## config.mk

```make
export PLATFORM = sky130hd
export DESIGN_NAME = mem_port_arbiter
export DESIGN_NICKNAME = d
export VERILOG_FILES = /design/src/rtl/mem_arb_pkg.sv /design/src/rtl/arb_starve_cnt.sv /design/src/rtl/mem_port_arbiter.sv
export SDC_FILE = /design/constraint.sdc
export NUM_CORES = 1
export LEC_CHECK = 0
export CAP_MARGIN = 20
export CORE_ASPECT_RATIO = 0.5
export CORE_MARGIN = 2
export CORE_UTILIZATION = 40
export CTS_BUF_LIST = sky130_fd_sc_hd__clkbuf_16
export CTS_CLUSTER_DIAMETER = 150
export DETAILED_ROUTE_END_ITERATION = 16
export PLACE_DENSITY = 0.8
export SLEW_MARGIN = 10
export SYNTH_ARGS = -nofsm -noshare
export SYNTH_HDL_FRONTEND = slang
export SYNTH_HIERARCHICAL = 1
export SYNTH_SLANG_ARGS = --single-unit
```

## constraint.sdc

```tcl
create_clock -name CLK -period 6 [get_ports CLK]
set_clock_uncertainty 0.15 [all_clocks]
set_input_delay 1.2 -clock CLK [delete_from_list [all_inputs] [get_ports CLK]]
set_output_delay 1.2 -clock CLK [all_outputs]
set_load 0.01 [all_outputs]
```

## src/rtl/mem_arb_pkg.sv

```systemverilog
// Shared types and defaults for the CPU memory-port arbiter.
// Fetch and load/store streams share one downstream request port.
package mem_arb_pkg;

  localparam int ADDR_W_DEF     = 32;
  localparam int DATA_W_DEF     = 32;
  localparam int STARVE_MAX_DEF = 4;
  localparam int STARVE_CNT_W   = 4;

  typedef enum logic [1:0] {
    IDLE  = 2'd0,
    FETCH = 2'd1,
    DATA  = 2'd2,
    RESP  = 2'd3
  } arb_state_e;

endpackage

```

## src/rtl/arb_starve_cnt.sv

```systemverilog
// Counts consecutive data grants made while a fetch waits.
// Saturates at MAX; the arbiter forces a fetch once sat is high.
module arb_starve_cnt
  import mem_arb_pkg::*;
#(
  parameter int MAX = STARVE_MAX_DEF
) (
  input  logic CLK,
  input  logic RESET,
  input  logic inc,
  input  logic clr,
  output logic sat
);

  logic [STARVE_CNT_W-1:0] cnt;

  assign sat = (cnt == STARVE_CNT_W'(MAX));

  always_ff @(posedge CLK) begin
    if (RESET) begin
      cnt <= '0;
    end else if (clr) begin
      cnt <= '0;
    end else if (inc && !sat) begin
      cnt <= cnt + 1'b1;
    end
  end

endmodule

```

## src/rtl/mem_port_arbiter.sv

```systemverilog
// Shares one valid/ready memory port between instruction fetch and load/store.
// Holds the last fetched instruction and load data, and drives the CPU stall.
//
// state | meaning
// IDLE  | no access outstanding, arbitrate this cycle
// FETCH | fetch request on the port, waiting for p_ready
// DATA  | load/store request on the port, waiting for p_ready
// RESP  | one-cycle done pulse to the winning requester
module mem_port_arbiter
  import mem_arb_pkg::*;
#(
  parameter int ADDR_W     = ADDR_W_DEF,
  parameter int DATA_W     = DATA_W_DEF,
  parameter int STARVE_MAX = STARVE_MAX_DEF
) (
  input  logic              CLK,
  input  logic              RESET,
  input  logic              if_req_valid,
  input  logic [ADDR_W-1:0] if_req_addr,
  output logic [DATA_W-1:0] if_rdata,
  output logic              if_done,
  input  logic              d_req_valid,
  input  logic              d_req_rw,
  input  logic [ADDR_W-1:0] d_req_addr,
  input  logic [DATA_W-1:0] d_wdata,
  output logic [DATA_W-1:0] d_rdata,
  output logic              d_done,
  output logic              stall,
  output logic              p_req_valid,
  output logic              p_req_rw,
  output logic [ADDR_W-1:0] p_req_addr,
  output logic [DATA_W-1:0] p_wdata,
  input  logic [DATA_W-1:0] p_rdata,
  input  logic              p_ready,
  output logic              grant_data
);

  arb_state_e        state, state_nxt;
  logic              grant_d, grant_f;
  logic              starve_sat;
  logic [ADDR_W-1:0] req_addr;
  logic              req_rw;
  logic [DATA_W-1:0] req_wdata;
  logic              req_is_data;

  arb_starve_cnt #(.MAX(STARVE_MAX)) u_starve (
    .CLK   (CLK),
    .RESET (RESET),
    .inc   (grant_d && if_req_valid),
    .clr   (grant_f),
    .sat   (starve_sat)
  );

  always_comb begin
    state_nxt = state;
    grant_d   = 1'b0;
    grant_f   = 1'b0;
    case (state)
      IDLE: begin
        if (d_req_valid && (!if_req_valid || !starve_sat)) begin
          grant_d   = 1'b1;
          state_nxt = DATA;
        end else if (if_req_valid) begin
          grant_f   = 1'b1;
          state_nxt = FETCH;
        end
      end
      FETCH, DATA: begin
        if (p_ready) state_nxt = RESP;
      end
      RESP:    state_nxt = IDLE;
      default: state_nxt = IDLE;
    endcase
  end

  always_ff @(posedge CLK) begin
    if (RESET) begin
      state       <= IDLE;
      req_addr    <= '0;
      req_rw      <= 1'b0;
      req_wdata   <= '0;
      req_is_data <= 1'b0;
      if_rdata    <= '0;
      d_rdata     <= '0;
    end else begin
      state <= state_nxt;
      if (grant_d) begin
        req_addr    <= d_req_addr;
        req_rw      <= d_req_rw;
        req_wdata   <= d_wdata;
        req_is_data <= 1'b1;
      end else if (grant_f) begin
        req_addr    <= if_req_addr;
        req_rw      <= 1'b0;
        req_wdata   <= '0;
        req_is_data <= 1'b0;
      end
      if (state == FETCH && p_ready) if_rdata <= p_rdata;
      // Stores leave the held load data untouched.
      if (state == DATA && p_ready && !req_rw) d_rdata <= p_rdata;
    end
  end

  assign p_req_valid = (state == FETCH) || (state == DATA);
  assign grant_data  = (state == DATA);
  assign p_req_rw    = req_rw;
  assign p_req_addr  = req_addr;
  assign p_wdata     = req_wdata;
  assign if_done     = (state == RESP) && !req_is_data;
  assign d_done      = (state == RESP) && req_is_data;
  assign stall       = (if_req_valid && !if_done) || (d_req_valid && !d_done);

endmodule

```

---- Word level (Yosys, flattened, before mapping) ----
Cells that the tools add are included.
word-level totals
  register bits after elaboration ......... 136
  bits in latches ......................... 0
  memory bits (writable) .................. 0
  ROM bits ................................ 0
  input port bits ......................... 134
  word-level logic and storage cells ...... 55
  memories kept ........................... 0
cells by class
  $add $sub $neg .......................... 1
  $mul .................................... 0
  div/mod/pow operators ................... 0
  order comparisons ....................... 0
  eq/ne operators ......................... 6
  shift operators ......................... 0
  multiplexer cells ....................... 16
  bitwise gates (word level) .............. 0
  reduce and logical (&&, ||, !) cells .... 24
operators by type and width
  operator                                                               number
  32-bit two-way mux                                                     4
  1-bit logical AND                                                      10
  1-bit two-way mux                                                      8
  1-bit logical NOT                                                      6
  2-bit two-way mux                                                      3
  2-bit one-hot mux with 3 select lines                                  1
  4-bit by 1-bit adder with 4-bit output, second input constant          1
  2-bit equality test, second input constant                             2
  4-bit by 3-bit equality test with 1-bit output, second input constant  1
  2-bit OR reduction                                                     2
  1-bit logical OR                                                       3
  3-bit != test, second input constant                                   1
  2-bit by 1-bit equality test with 1-bit output, second input constant  1
  2-bit logical NOT                                                      1
  2-bit != test, second input constant                                   1
  2-bit AND reduction                                                    1
  2-bit nonzero test                                                     1

---- Longest topological paths before layout ----
  depth in word-level cells ............... 8
  mapped depth ............................ 12
  depth with buffers taken out ............ 10

---- Cells and area by module ----
The synthesis kept the hierarchy.
modules (own cells, without submodules)
  module            times used  cells each  area an instance (um^2)  sequential area each (um^2)
  mem_port_arbiter  1           616         5,178.7                  2,642.5
  arb_starve_cnt    1           25          229.0                    80.1

---- Least setup slack after synthesis ----
OpenSTA, ideal clock, no wires.
  kind .................................... input to output
  from .................................... input port d_req_valid
  to ...................................... output port stall
  arrival time ............................ 2,042 ps
  data required time ...................... 4,650 ps
  setup slack ............................. 2,608 ps
  cell stages on the path ................. 5
  cells stage by stage .................... buf_2 > clkbuf_1 > inv_1 > o21a_1 > a21oi_1
between the ends
  word-level cells in the longest chain between the ends .. 2
ends and longest elaborated chain
  what                RTL line                 text
  start: declaration  mem_port_arbiter.sv:22   input logic d_req_valid,
  1-bit logical AND   mem_port_arbiter.sv:111  assign stall = (if_req_valid && !if_done) || (d_req_valid && !d_done);
  1-bit logical OR    mem_port_arbiter.sv:111
  end: declaration    mem_port_arbiter.sv:28   output logic stall,
No other way between the ends.

---- Final worst setup path ----
Same ends and word-level chain as after synthesis.

==> results.toml <==
[yosys]
synth_edf_count = 0
ys_async_sr_fraction_pct = 0
ys.flop_type = "dfxtp_1"
netlist_area_um2 = 5410
synth.avg_cell_area_um2 = 8.44
synth_cell_type_count = 34
synthesis.nets = 781
syn_inst = 641
yosysWarnings = 6
ys_seq_area_share_pct = 50.3
synth_seq_cells = 136

[floorplanning]
ioPinCount = 268
dieArea_um2 = 14500
dieHeight_um = 86.2
num_rows = 29
coreArea_um2 = 12900
initial_core_util_pct = 41.9
die_w_um = 168

[critical_path]
start_kind = "primary input"
path_cells = "clkdlybuf4s50_1 > buf_4 > inv_1 > o21a_1 > a21oi_1 > clkdlybuf4s50_1"
crit_family = "buffers and inverters"
crit_fanout = 38
worstRegToRegCells = 10
crit_arrival_ns = 3.01
path_buf_inv = 4
cp_slowest_cell = "clkdlybuf4s50_1"
regToRegSetupSlack_ns = 3.33
worstSetupPathType = "primary input to output port"
cp.required_ns = 4.65
reg2reg_to = "u_starve/cnt[3]$_SDFFE_PP0P_"
r2r_start = "u_starve/cnt[0]$_SDFFE_PP0P_"
endpoint_kind = "output port"
path_common_cell = "clkdlybuf4s50_1"
cpPeakStageDelay_ns = 0.58

[cells_and_area]
area_growth_pct = 61.3
drive_gt1_share_pct = 5.84
diodes = 0
final_cell_area_um2 = 8720
nNetsFinal = 1018

[sta]
setup_violations = 0
worst_slew_pin_slew_ns = 0.991
whs_ns = 0.301
setup-tns-final_ns = 0
drv_slew = 0
fmax_mhz = 229
min_period_ns = 4.36
relSlewSlack_pct = 33.9
min_period_over_period_pct = 72.6
grt_setup_unrepaired = "false"
hold_viol_final = 0

[grt]
grt_overflow_total = 0
grt_max_degree = 72
grt.total_usage_pct = 23.6
antenna_found_initial = 0
first_global_vias = 5440
grt_pass1_wl_um = 27600

[clock_tree]
clkLatencyLatePin_ns = 0.40
cts_num_sinks = 136
cts_root_buf = "clkbuf_16"
cts_tree = "done"
clockBufferDepth = 2
htree_num_levels = 4
cts_buffers = 17
clk_pin_slew_ns = 0.06
ctsHoldBuffers = 0
cts.repair.resized = 0
postCtsSetupRepairBufs = 0

[routing]
drc = 0
dr.pass1.iters = 4
routed_wl_um = 17500
num_vias = 5636
wire_per_inst_um = 16.5
drtIter0Drc = 400
viasPerCell = 5.31
postRouteAntennaNets = 0

[hold_path]
min_from = "if_rdata[3]$_SDFFE_PP0P_"
min_path_cells = 2
hp-class = "flop to flop"
min_to = "if_rdata[3]$_SDFFE_PP0P_"

[place]
place_hpwl_um = 11800
placed_cell_area_um2 = 8140
gp_congestion = 0.798
portBuffers = 267

[status]
status = "completed"

[power_and_ir_drop]
ir_worst_vdd_mv = 0.258
leakage_nw = 3.16
power_mw = 3.28
p_per_area_nw_per_um2 = 376

[job]
cap_violations = 0
routing by layer:
metal  wire length, um  track usage (%)
met1              7400             27.8
met4               529             10.4
met3               862             4.79
met5                 0                0
met2              8710             42.4
stage by stage:
stage	util, %	worst slack (ns)	cells
after global placement	62.6	1.67	1026
after CTS	67.4	1.66	1060
after global routing	67.5	1.56	1061
after detailed placement	63.0	1.68	1028
final	67.5	1.64	1061
after floorplan	-	2.61	641
worst min-delay path, cell delays in order, from the launching register on:
cell and delay [ns]:
dfxtp_1 0.30, nand2_1 0.05, a21oi_1 0.05
layout by cell type (no fill, tap or decap), drive strengths merged, types with 2 or more instances in the layout:
cell type,count
buf,11
nand2,132
nand3,3
dfxtp,136
a2111oi,33
a211oi,31
nand3b,2
a32oi,33
clkinvlp,4
ha,6
a21boi,3
clkinv,2
nor2b,3
nor2,39
and2,4
o21ai,34
clkdlybuf4s50,266
a21oi,68
o21a,3
inv,50
clkbuf,17
cell families (layout without fill, tap and decap cells):
kind of cell | Yosys count | count (layout) | share of synthesized area [%]
AOI/OAI and AO/OA | 209 | 209 | 26.1
adders and majority gates | 6 | 6 | 1.39
and+or+nand+nor | 188 | 188 | 14.3
muxes | 1 | 1 | 0.185
DFF | 136 | 136 | 50.3
buffers and inverters | 101 | 351 | 7.75
synthesized netlist by cell type (5+ instances only):
library cell / n / area (um2)
a211oi_1: 31 / 233
o21ai_0: 32 / 160
dfxtp_1: 136 / 2720
clkbuf_1: 52 / 195
nand2_1: 132 / 495
inv_1: 41 / 154
buf_6: 5 / 56.3
a2111oi_0: 32 / 280
a32oi_1: 33 / 289
a21oi_1: 68 / 340
nor2_1: 39 / 146
ha_1: 6 / 75.1
registers in the layout (all words and copies together), names as in the netlist:
signal	flops
state	2
u_starve/cnt	4
p_wdata	32
p_req_rw	1
if_rdata	32
p_req_addr	32
req_is_data	1
d_rdata	32
layout make-up:
cell class	instances	area, um2
Clock buffer	17	425
Inverter	42	158
Clock inverter	15	144
Fill cell	1036	4200
Tap cell	170	213
Multi-Input combinational cell	404	2270
Timing Repair Buffer	277	2790
Sequential cell	136	2720
worst max-delay path by stage:
stage,from,slack [ns],to,cells past startpoint
CTS,d_req_valid,1.66,stall,6
global route,d_req_valid,1.56,stall,6
detailed placement,d_req_valid,1.68,stall,6
finish,d_req_valid,1.64,stall,6
global placement,d_req_valid,1.67,stall,6
floorplan,d_req_valid,2.61,stall,5
where the power goes:
part | switching (mW) | internal (mW) | total [mW]
registers | 0.0882 | 1.08 | 1.16
logic | 0.577 | 0.536 | 1.11
clock network | 0.427 | 0.581 | 1.01
Power figures use the tool's default switching activity.
